[config.mk]
export PLATFORM = sky130hd
export DESIGN_NAME = if_prefetch_queue
export DESIGN_NICKNAME = d
export VERILOG_FILES = /design/src/rtl/if_prefetch_queue.sv
export SDC_FILE = /design/constraint.sdc
export NUM_CORES = 1
export LEC_CHECK = 0
export CORE_UTILIZATION = 50
export CTS_CLUSTER_DIAMETER = 30
export DETAILED_ROUTE_END_ITERATION = 12
export DONT_BUFFER_PORTS = 1
export GPL_ROUTABILITY_DRIVEN = 0
export PLACE_DENSITY_LB_ADDON = 0.15
export SYNTH_ARGS = -nofsm -noshare
export SYNTH_HDL_FRONTEND = slang
export SYNTH_SLANG_ARGS = --single-unit
export TNS_END_PERCENT = 10
[constraint.sdc]
create_clock -name CLK -period 8.2 [get_ports CLK]
set_input_delay 0.82 -clock CLK [delete_from_list [all_inputs] [get_ports CLK]]
set_output_delay 0.82 -clock CLK [all_outputs]
set_load 0.01 [all_outputs]
[src/rtl/if_prefetch_queue.sv]
`default_nettype none
// ============================================================================
// Module   : if_prefetch_queue
// Brief    : RISC_TOY fetch front end; sequential prefetch into a small FIFO
//            with first-word-fallthrough head and redirect flush.
// Revision : 1.0  initial release
// ============================================================================
module if_prefetch_queue #(
  parameter int          DEPTH    = 4,
  parameter logic [29:0] RESET_PC = 30'h0
) (
  input  logic        CLK,
  input  logic        RST,
  output logic        IREQ,
  output logic [29:0] IADDR,
  input  logic [31:0] INSTR,
  input  logic        REDIRECT,
  input  logic [29:0] REDIRECT_PC,
  output logic        OUT_VALID,
  output logic [31:0] OUT_INSTR,
  output logic [29:0] OUT_PC,
  input  logic        OUT_READY
);

  localparam int              c_aw    = $clog2(DEPTH);
  localparam int              c_cw    = c_aw + 1;
  localparam logic [c_cw-1:0] c_depth = c_cw'(DEPTH);

  logic [29:0]     r_fetch_pc;
  logic            r_inflight;
  logic [29:0]     r_inflight_pc;
  logic [31:0]     r_mem_instr [DEPTH];
  logic [29:0]     r_mem_pc    [DEPTH];
  logic [c_aw-1:0] r_wptr;
  logic [c_aw-1:0] r_rptr;
  logic [c_cw-1:0] r_count;

  logic [c_cw-1:0] w_occ;
  logic            w_pop;
  logic            w_push;
  logic            w_issue;
  logic            w_unused;

  // Low address bits of a redirect target are dropped.
  assign w_unused  = ^REDIRECT_PC[1:0];

  assign OUT_VALID = ~RST & (r_count != '0);
  assign OUT_INSTR = OUT_VALID ? r_mem_instr[r_rptr] : 32'h0;
  assign OUT_PC    = OUT_VALID ? r_mem_pc[r_rptr]    : 30'h0;

  assign w_pop  = OUT_VALID & OUT_READY & ~REDIRECT;
  assign w_push = r_inflight & ~REDIRECT;
  assign w_occ  = r_count + c_cw'(r_inflight);

  // A same-cycle pop frees the slot, keeping 1/cycle throughput when full.
  assign w_issue = ~RST & ~REDIRECT &
                   ((w_occ < c_depth) | ((w_occ == c_depth) & w_pop));

  assign IREQ  = w_issue;
  assign IADDR = RST ? RESET_PC : r_fetch_pc;

  always_ff @(posedge CLK) begin
    if (RST) begin
      r_fetch_pc    <= RESET_PC;
      r_inflight    <= 1'b0;
      r_inflight_pc <= 30'h0;
      r_wptr        <= '0;
      r_rptr        <= '0;
      r_count       <= '0;
    end else if (REDIRECT) begin
      r_fetch_pc <= {REDIRECT_PC[29:2], 2'b00};
      r_inflight <= 1'b0;
      r_wptr     <= '0;
      r_rptr     <= '0;
      r_count    <= '0;
    end else begin
      r_inflight <= w_issue;
      if (w_issue) begin
        r_inflight_pc <= r_fetch_pc;
        r_fetch_pc    <= r_fetch_pc + 30'd4;
      end
      if (w_push) begin
        r_wptr <= r_wptr + c_aw'(1);
      end
      if (w_pop) begin
        r_rptr <= r_rptr + c_aw'(1);
      end
      case ({w_push, w_pop})
        2'b10:   r_count <= r_count + c_cw'(1);
        2'b01:   r_count <= r_count - c_cw'(1);
        default: r_count <= r_count;
      endcase
    end
  end

  // Payload storage needs no reset; validity lives in the pointers/count.
  always_ff @(posedge CLK) begin
    if (~RST & w_push) begin
      r_mem_instr[r_wptr] <= INSTR;
      r_mem_pc[r_wptr]    <= r_inflight_pc;
    end
  end

endmodule
`default_nettype wire
==> results of run 1 <==
==> critical path: cells and delay by family, from the launching register on <==
family	cells	cell delay, ns
buffers and inverters	1	0.86
DFF	1	0.43
muxes	1	0.62
and+or+nand+nor	1	0.18
==> cells by family after synthesis <==
| logic type | count (synthesis) | synth area share (%) |
|---|---|---|
| compound gates | 92 | 4.98 |
| xor+xnor | 7 | 0.484 |
| fa+ha+maj | 9 | 0.948 |
| buf+inv | 80 | 2.55 |
| flops | 306 | 67.3 |
| mux | 61 | 10.7 |
| other cells | 1 | 0.0296 |
| simple gates | 284 | 13.0 |
==> metrics by stage <==
| stage | area, um2 | util (%) |
|---|---|---|
| detailed placement | 12900 | 52.5 |
| floorplan | 12700 | - |
| global placement | 12900 | 52.5 |
| finish | 14700 | 59.7 |
| CTS | 14700 | 59.7 |
| global route | 14700 | 59.7 |
==> sequential cells by signal, summed over array words and instances, names as in the netlist, named ones only <==
signal,count
r_count,3
r_fetch_pc,28
r_inflight,1
r_wptr,2
r_rptr,2
r_mem_pc,112
r_mem_instr,128
r_inflight_pc,28
==> path summary, 6_finish.rpt <==
path	from	endpoint	slack, ns	cells past startpoint
worst max-delay path	register	OUT_INSTR[13]	4.69	3
worst min register to register	r_inflight_pc[19]$_SDFFE_PP0P_	r_mem_pc[3][19]$_DFFE_PP_	0.50	0
worst min-delay path	INSTR[10]	r_mem_instr[1][10]$_DFFE_PP_	0.36	0
worst max register to register	r_fetch_pc[2]$_SDFFE_PP0P_	r_fetch_pc[28]$_SDFFE_PP0P_	5.68	5
==> metal layers <==
layer / GRT usage [%] / part of all wire [%] / wire (um) / vias to the layer above
met5: 0 / 0 / 0 / -
met4: 5.66 / 1.6 / 427 / 0
met3: 5.55 / 7.2 / 1900 / 39
met2: 33.7 / 48 / 12600 / 262
met1: 27.2 / 43 / 11300 / 3625
li1: - / - / - / 3254
==> layout make-up <==
| type | instances | area [um2] | area share (%) |
|---|---|---|---|
| clock buffers | 65 | 1430 | 9.75 |
| clock inverters | 37 | 360 | 2.45 |
| inverters | 10 | 37.5 | 0.255 |
| multi-input cells | 457 | 3850 | 26.2 |
| flip-flops and latches | 306 | 8530 | 58.0 |
| well taps | 324 | 405 | 2.76 |
| repair buffers | 11 | 82.6 | 0.562 |
==> power by group through the flow <==
stage                     clock network (W)  logic [W]  registers (W)
after floorplan                           0  0.0000696        0.00174
after global placement                    0  0.0000686        0.00175
after detailed placement                  0  0.0000707        0.00175
after CTS                           0.00217  0.0000711        0.00172
after global routing                0.00225  0.0000768        0.00173
final                               0.00213  0.0000703        0.00173
==> cell usage in the layout (no fill, tap or decap), types with 6 or more instances in the layout <==
cell       instances
edfxtp_1         240
nor2b_1           97
dfxtp_1           64
mux4_2            60
clkbuf_16         55
nand3_1           40
nor2_1            30
o21ai_1           29
nand2b_1          28
nand2_1           21
or4_1             15
nand4_1           12
o31ai_1           11
a31oi_1           11
buf_4             11
or3_1             10
inv_1              8
a311oi_1           8
ha_1               8
clkbuf_1           8
inv_6              8
clkinv_1           7
clkinv_2           6
==> metrics.txt, run 1 <==
P&R area growth vs syn=16.0%; element type at the critical path start=register; logic gate share of total power=1.8%; CP cell instances=buf_4, mux4_2, nor2b_1; Cells after Synth=840; sw power=0.000823 W; CTS Buffer Depth=3; Cell Area, Synth=~13000 um2; synth warn=0; Synth top cells by count=edfxtp_1 (240), nor2b_1 (97), dfxtp_1 (66), mux4_2 (60), clkbuf_1 (48); total setup buffers inserted after CTS=0; final period utilization=42.8%; Antenna Nets Post-Route=0; CTS tree=done; Post-Layout Cell Count=1210; TritonRoute pass-1 iters=5; count leader, synth=edfxtp_1; Worst Max-Slew Pin Slew=1.10 ns; PwrDens=267 nW/um2; Die Wd=about 160 um; number of distinct library cells after synthesis=52; CP Capture Type=output port; WL per Instance=21.7 um; MaxCap Viol Count=0; outcome=finished clean; worst-skew pair later-pin latency=0.56 ns; Post-synth EDFFs=240; dpl hpwl=15400 um; CP Data Arrival Time=2.69 ns; Vias per Instance=just under 6; Top FF cell, synth=edfxtp_1; Antenna diodes=0; worst slack at placement=4.81 ns; fmax=0.285 GHz; VDD IR max=167 uV; row count=57; full die area=26000 um2; Crit Path Class=register to output port; global-route wire length before repair=about 41000 um; RSZ-0062 raised after global routing=no; CP Max Fanout=54; slew margin rel.=26.4%; setup total negative slack=0 ns; gr ovfl total=0; mean post-synth cell area=15.1 um2; async set-reset flop share out of synthesis=0%; largest cells by area after synthesis=edfxtp_1 (57%), mux4_2 (11%), dfxtp_1 (10%); root buffer cell=clkbuf_16; Slowest-stage cell, CP=buf_4; Buffers on Ports=0; Hold Slack=0.356 ns; final count of negative-setup-slack endpoints=0; total CTS buffers=54; Remaining DRCs=0; share of cells above drive strength 1=19.3%; Die Ht=approximately 160 um; DRT iter0 DRCs=435; Inst Count DP=between 1000 and 1500; Clk pwr share=54.3%; FILL cells=1891; Total Power=0.00393 W; routed vias=7180; slowest stage delay, CP=0.86 ns; Tmin final=3.51 ns; leading area contributor after synthesis=edfxtp_1; initial antenna violation count=0; Fin. Hold Viols=0; Initial Util=51.5%; core area=between 20000 and 25000 um2; vias in the first global route=7374; Slew Limit Fails=0; skew final=between 0.015 and 0.02 ns; post_cts resized=0; nets@finish=approximately 900; Sw Share=20.9%; sequential fraction of the synthesis area=between 60% and 70%; Critical Path RT=7.38 ns; largest net degree at the start of global routing=89; share of the synthesized area in the top cell type=a little under three fifths; Total Wirelength=26200 um; Total GRT Usage=around a fifth; register share of total power=43.9%; hold buffers post-CTS=0; number of synthesized register bits=306; clk sinks=~310; setup ws final=4.69 ns; # H-tree levels=2; HP Class=input pin to register; num ports=160; P_int=0.00311 W; leakage power total=4.71 nW; Worst-path clk slew=0.05 ns
Note: power is estimated with default switching activity, not from simulation.
==> run 2: changes to the inputs <==
==> constraint.sdc (replaced) <==
create_clock -name CLK -period 3.3 [get_ports CLK]
set_input_delay 0.33 -clock CLK [delete_from_list [all_inputs] [get_ports CLK]]
set_output_delay 0.33 -clock CLK [all_outputs]
set_load 0.01 [all_outputs]
==> run 2 against run 1 <==
Effect of this change:
- final cell count rose by 4.6%
- routed wire length up 2.6%
- clock power rose to 2.8 times the previous value
- design area increased by 5.7%
- via count increased by 4.8%
- clock skew is 0.0071 ns higher
- sequential cell count unchanged
- critical path type unchanged
- highest routed layer unchanged
==> metrics.txt, run 2 (synthesis results as in run 1) <==
outcome=finished clean; Fin. Hold Viols=0 (unchanged); Die Ht=161 um (unchanged); Buffers on Ports=0 (unchanged); logic gate share of total power=2.5% (+0.7 points); initial antenna violation count=0 (unchanged); # H-tree levels=2 (unchanged); clk sinks=306 (unchanged); Crit Path Class=register to output port; largest net degree at the start of global routing=61 (-31%); slew margin rel.=41.6% (+15 points); most frequent cells in the layout=edfxtp_1 (240), nor2b_1 (97), dfxtp_1 (64); MaxCap Viol Count=0 (unchanged); VDD IR max=389 uV (+130%); worst hold start=REDIRECT_PC[9]; Die Wd=161 um (unchanged); final period utilization=~83%; TritonRoute pass-1 iters=7 (+2); sw power=0.00212 W (+160%); total CTS buffers=55 (+1.9%); element type at the critical path start=register; PwrDens=672 nW/um2 (+150%); Total GRT Usage=21.3% (+0.71 points); Remaining DRCs=0 (unchanged); Worst Max-Slew Pin Slew=0.876 ns (-0.228 ns); root buffer cell=clkbuf_16; Clk pwr share=56.5% (+2.2 points); RSZ-0062 raised after global routing=no; Reg2Reg Depth=7 (+2); worst slack at placement=0.849 ns (-3.96 ns); CTS tree=done; post_cts resized=0 (unchanged); DRT iter0 DRCs=599 (+38%); max reg flops=128 (unchanged); Vias per Instance=5.94 (+0.16%); Hold Path Sink=r_fetch_pc[9]$_SDFFE_PP0P_; gr ovfl total=0 (unchanged); placed cell area=13000 um2 (+0.85%); vias in the first global route=7881 (+6.9%); Critical Path RT=2.97 ns (-4.41 ns); CP Data Arrival Time=2.41 ns (-0.28 ns); dpl hpwl=15800 um (+2.8%); Initial Util=51.5% (unchanged); commonest non-fill, non-tap cell in the layout=edfxtp_1; biggest regs=r_mem_instr: 128 flops, r_mem_pc: 112 flops; final non-filler cell area=15500 um2 (+5.7%); Antenna diodes=0 (unchanged); Worst-path clk slew=0.05 ns (about the same); P&R area growth vs syn=22.6%; setup ws final=0.559 ns (-4.13 ns); routed vias=7524 (+4.8%); WL per Instance=21.3 um (-1.9%); P_int=0.00832 W (+170%); HP Class=input pin to register; R2R Setup Slk=0.72 ns (-4.96 ns); final count of negative-setup-slack endpoints=0 (unchanged); full die area=26000 um2 (unchanged); row count=57 (unchanged); Slew Limit Fails=0 (unchanged); CTS Buffer Depth=3 (unchanged); final core occ=63.1% (+3.4 points); Antenna Nets Post-Route=0 (unchanged); setup total negative slack=0 ns (unchanged); core area=24600 um2 (unchanged); FF-to-FF Start=r_inflight$_SDFF_PP0_; Hold Path Depth=2 (+2); Sw Share=20.3% (-0.60 points); num ports=160 (unchanged); CP Capture Type=output port; Total Wirelength=26900 um (+2.6%); Tmin final=2.74 ns; skew final=0.0243 ns (+0.00705 ns); total setup buffers inserted after CTS=0 (unchanged); global-route wire length before repair=43500 um (+5.0%); Biggest register=r_mem_instr; leakage power total=5.08 nW (+7.7%); share of cells above drive strength 1=18.9% (-0.40 points); nets@finish=971 (+6.1%); Inst Count DP=1111 (+0.27%); worst-skew pair later-pin latency=0.55 ns (about the same); register share of total power=41.0% (-2.9 points); Worst R2R End=r_fetch_pc[3]$_SDFFE_PP0P_; fmax=0.365 GHz; Setup crit start=r_inflight$_SDFF_PP0_; CP Max Fanout=48 (-11%); Post-Layout Cell Count=1266 (+4.6%)
## run 2: cell count changes in the layout (fill, tap and decap cells not counted), moves of 3 or more
cell,change
dlygate4sd3_1,+51
inv_8,+4
inv_6,-4
buf_12,+8
bufinv_16,+6
buf_4,-4
clkinv_4,-5
clkinvlp_4,-3
## run 2: power groups by stage
stage,sequential (W),clock (W),combinational (W)
after floorplan,0.00432,0,0.000173
after global placement,0.00435,0,0.000172
after detailed placement,0.00436,0,0.000178
after CTS,0.00428,0.00599,0.000260
after global routing,0.00429,0.00617,0.000283
final,0.00429,0.00590,0.000259
## run 2: repair_timing
action                     in CTS  in global routing
setup endpoints to repair       0                  0
hold endpoints to repair      184                  0
hold buffers                   52                  0
## run 2: routing by layer
layer,share of wire (%),track usage [%],vias to the layer above
li1,-,-,3368
met1,44,29.6,3829
met2,49,34.6,286
met3,6.2,4.03,41
met4,1.4,5.66,0
met5,0,0,-
## run 2: cell type report
type	instances	area, um2
Fill cell	1773	9070
Clock buffer	67	1470
Timing Repair Buffer	66	723
Sequential cell	306	8530
Clock inverter	36	514
Multi-Input combinational cell	457	3850
Tap cell	324	405
Inverter	10	37.5
## run 2: worst max-delay path: stages, from the launching register on
cell     delay, ns
dfxtp_1       0.48
ha_1          0.21
ha_1          0.22
nor2_1        0.20
a41oi_2       0.20
buf_12        0.23
nor2_2        0.31
## run 2: per-stage QoR
stage	hold WS, ns	total power (W)
after floorplan	0.429	0.00450
after global placement	0.421	0.00452
after detailed placement	0.423	0.00454
after CTS	0.000430	0.0105
after global routing	0.00580	0.0107
final	0.0111	0.0104
## run 2: worst max path at each step
stage | cells after the start | slack, ns | endpoint
2_1_floorplan | 5 | 0.05 | r_mem_instr[1][0]$_DFFE_PP_
3_3_place_gp | 5 | 0.99 | r_fetch_pc[28]$_SDFFE_PP0P_
3_5_place_dp | 8 | 0.85 | r_inflight_pc[18]$_SDFFE_PP0P_
4_1_cts | 6 | 0.55 | IREQ
5_1_grt | 6 | 0.42 | IREQ
6_report | 6 | 0.56 | IREQ
==> run 3: changes to the inputs <==
==> constraint.sdc (replaced) <==
create_clock -name CLK -period 2.8 [get_ports CLK]
set_input_delay 0.28 -clock CLK [delete_from_list [all_inputs] [get_ports CLK]]
set_output_delay 0.28 -clock CLK [all_outputs]
set_load 0.01 [all_outputs]
==> run 3 against run 2 <==
Effect of this change:
- sequential power increased by 18%
- via count grew 0.37%
- routed wire length shrank 0.43%
- first-iteration DRC count fell by 3.0%
- sequential cell count unchanged
- utilization is 0.066 points higher
- worst hold slack better by 0.036 ns
- clock skew down 0.0041 ns
- non-clock buffer count is 16 higher
- largest power group unchanged
- highest routed layer unchanged
==> metrics.txt, run 3 (synthesis results as in run 1) <==
final non-filler cell area=15500 um2 (+0.10%); Remaining DRCs=0 (unchanged); Biggest register=r_mem_instr; biggest regs=r_mem_instr: 128 flops, r_mem_pc: 112 flops; clk sinks=306 (unchanged); WL per Instance=21.0 um (-1.1%); DRT iter0 DRCs=581 (-3.0%); initial antenna violation count=0 (unchanged); CP Capture Type=register; worst-skew pair later-pin latency=0.56 ns (about the same); Total Wirelength=26800 um (-0.43%); register share of total power=43.1% (+2.1 points); RSZ-0062 raised after global routing=no; Worst Max-Slew Pin Slew=0.994 ns (+0.118 ns); logic gate share of total power=2.8% (+0.3 points); gr ovfl total=0 (unchanged); Tmin final=2.61 ns; share of cells above drive strength 1=19.2% (+0.26 points); dpl hpwl=15500 um (-1.9%); Critical Path RT=3.23 ns (+0.26 ns); skew final=0.0202 ns (-0.00410 ns); # H-tree levels=2 (unchanged); slew margin rel.=33.5% (-8.1 points); Antenna Nets Post-Route=0 (unchanged); VDD IR max=444 uV (+14%); full die area=26000 um2 (unchanged); nets@finish=983 (+1.2%); FILL cells=1786 (+0.73%); CP Data Arrival Time=3.04 ns (+0.63 ns); Slew Limit Fails=0 (unchanged); Die Wd=161 um (unchanged); Initial Util=51.5% (unchanged); TritonRoute pass-1 iters=7 (unchanged); Fin. Hold Viols=0 (unchanged); Total Power=0.0117 W (+12%); core area=24600 um2 (unchanged); P_int=0.00919 W (+10%); CTS tree=done; Total GRT Usage=21.1% (-0.24 points); CP Max Fanout=48 (unchanged); Clk pwr share=54.1% (-2.4 points); fmax=0.383 GHz; max reg flops=128 (unchanged); Vias per Instance=5.93 (-0.26%); row count=57 (unchanged); Hold Slack=0.0473 ns (+0.0363 ns); sw power=0.00253 W (+19%); Sw Share=21.6% (+1.3 points); Crit Path Class=register to register; Hold Path Depth=2 (unchanged); final period utilization=93.3%; num ports=160 (unchanged); Worst-path clk slew=0.05 ns (about the same); PwrDens=754 nW/um2 (+12%); CTS Buffer Depth=3 (unchanged); P&R area growth vs syn=22.7%; Buffers on Ports=0 (unchanged); element type at the critical path start=register; routed vias=7552 (+0.37%); placed cell area=13100 um2 (+0.73%); commonest non-fill, non-tap cell in the layout=edfxtp_1; final count of negative-setup-slack endpoints=0 (unchanged); Antenna diodes=0 (unchanged); HP Class=input pin to register; outcome=finished clean; Reg2Reg Depth=8 (+1); MaxCap Viol Count=0 (unchanged); largest net degree at the start of global routing=62 (+1.6%); leakage power total=5.06 nW (-0.35%); root buffer cell=clkbuf_16; vias in the first global route=7732 (-1.9%); Die Ht=161 um (unchanged); global-route wire length before repair=42300 um (-2.7%); most frequent cells in the layout=edfxtp_1 (240), nor2b_1 (97), dfxtp_1 (63); total CTS buffers=51 (-7.3%)
[run 3: routing by layer]
layer,routed length (um),global-route usage [%]
met5,0,0
met4,514,6.39
met3,1890,4.37
met2,13000,34.3
met1,11400,28.7
[run 3: worst max-delay path, cell delays in order, from the launching register on]
cell and delay (ns):
dfxtp_2 0.36, ha_1 0.21, ha_1 0.28, nor2_1 0.17, a41oi_2 0.17, buf_12 0.21
o41ai_1 0.41, a21oi_1 0.11, dlygate4sd3_1 0.57
[run 3: final timing paths]
check                                 startpoint                           to  slack (ns)
setup / recovery           r_inflight$_SDFF_PP0_  r_fetch_pc[13]$_SDFFE_PP0P_        0.19
hold / removal                   REDIRECT_PC[15]  r_fetch_pc[15]$_SDFFE_PP0P_        0.05
setup reg to reg           r_inflight$_SDFF_PP0_  r_fetch_pc[13]$_SDFFE_PP0P_        0.19
hold reg to reg   r_inflight_pc[24]$_SDFFE_PP0P_    r_mem_pc[1][24]$_DFFE_PP_        0.51
[run 3: final cells by class]
type / instances / area, um2 / area share (%)
clock buffers: 53 / 1280 / 8.26
clock inverters: 42 / 523 / 3.36
inverters: 10 / 37.5 / 0.241
multi-input cells: 457 / 3850 / 24.7
flip-flops and latches: 306 / 8530 / 54.9
well taps: 324 / 405 / 2.61
repair buffers: 82 / 918 / 5.91
[run 3: power by group through the flow]
stage	Clock, W	Combinational (W)	Sequential [W]
after floorplan	0	0.000204	0.00509
after global placement	0	0.000207	0.00513
after detailed placement	0	0.000213	0.00514
after CTS	0.00644	0.000321	0.00505
after global routing	0.00664	0.000351	0.00506
final	0.00635	0.000324	0.00505
[run 3: what timing repair did]
action / 4_1_cts / 5_1_grt
setup buffers: 0 / 0
resized for setup: 0 / 1
setup endpoints to repair: 0 / 1
hold endpoints to repair: 186 / 0
hold buffers: 62 / 0
[run 3: stage by stage]
step / utilization [%] / TNS [ns] / std cells / setup WS [ns]
floorplan: - / -37.70 / 843 / -0.400
global placement: 53.3 / 0 / 1117 / 0.484
detailed placement: 53.3 / 0 / 1117 / 0.439
CTS: 63.2 / 0 / 1274 / 0.109
global route: 63.2 / 0 / 1274 / 0.0322
finish: 63.2 / 0 / 1274 / 0.188
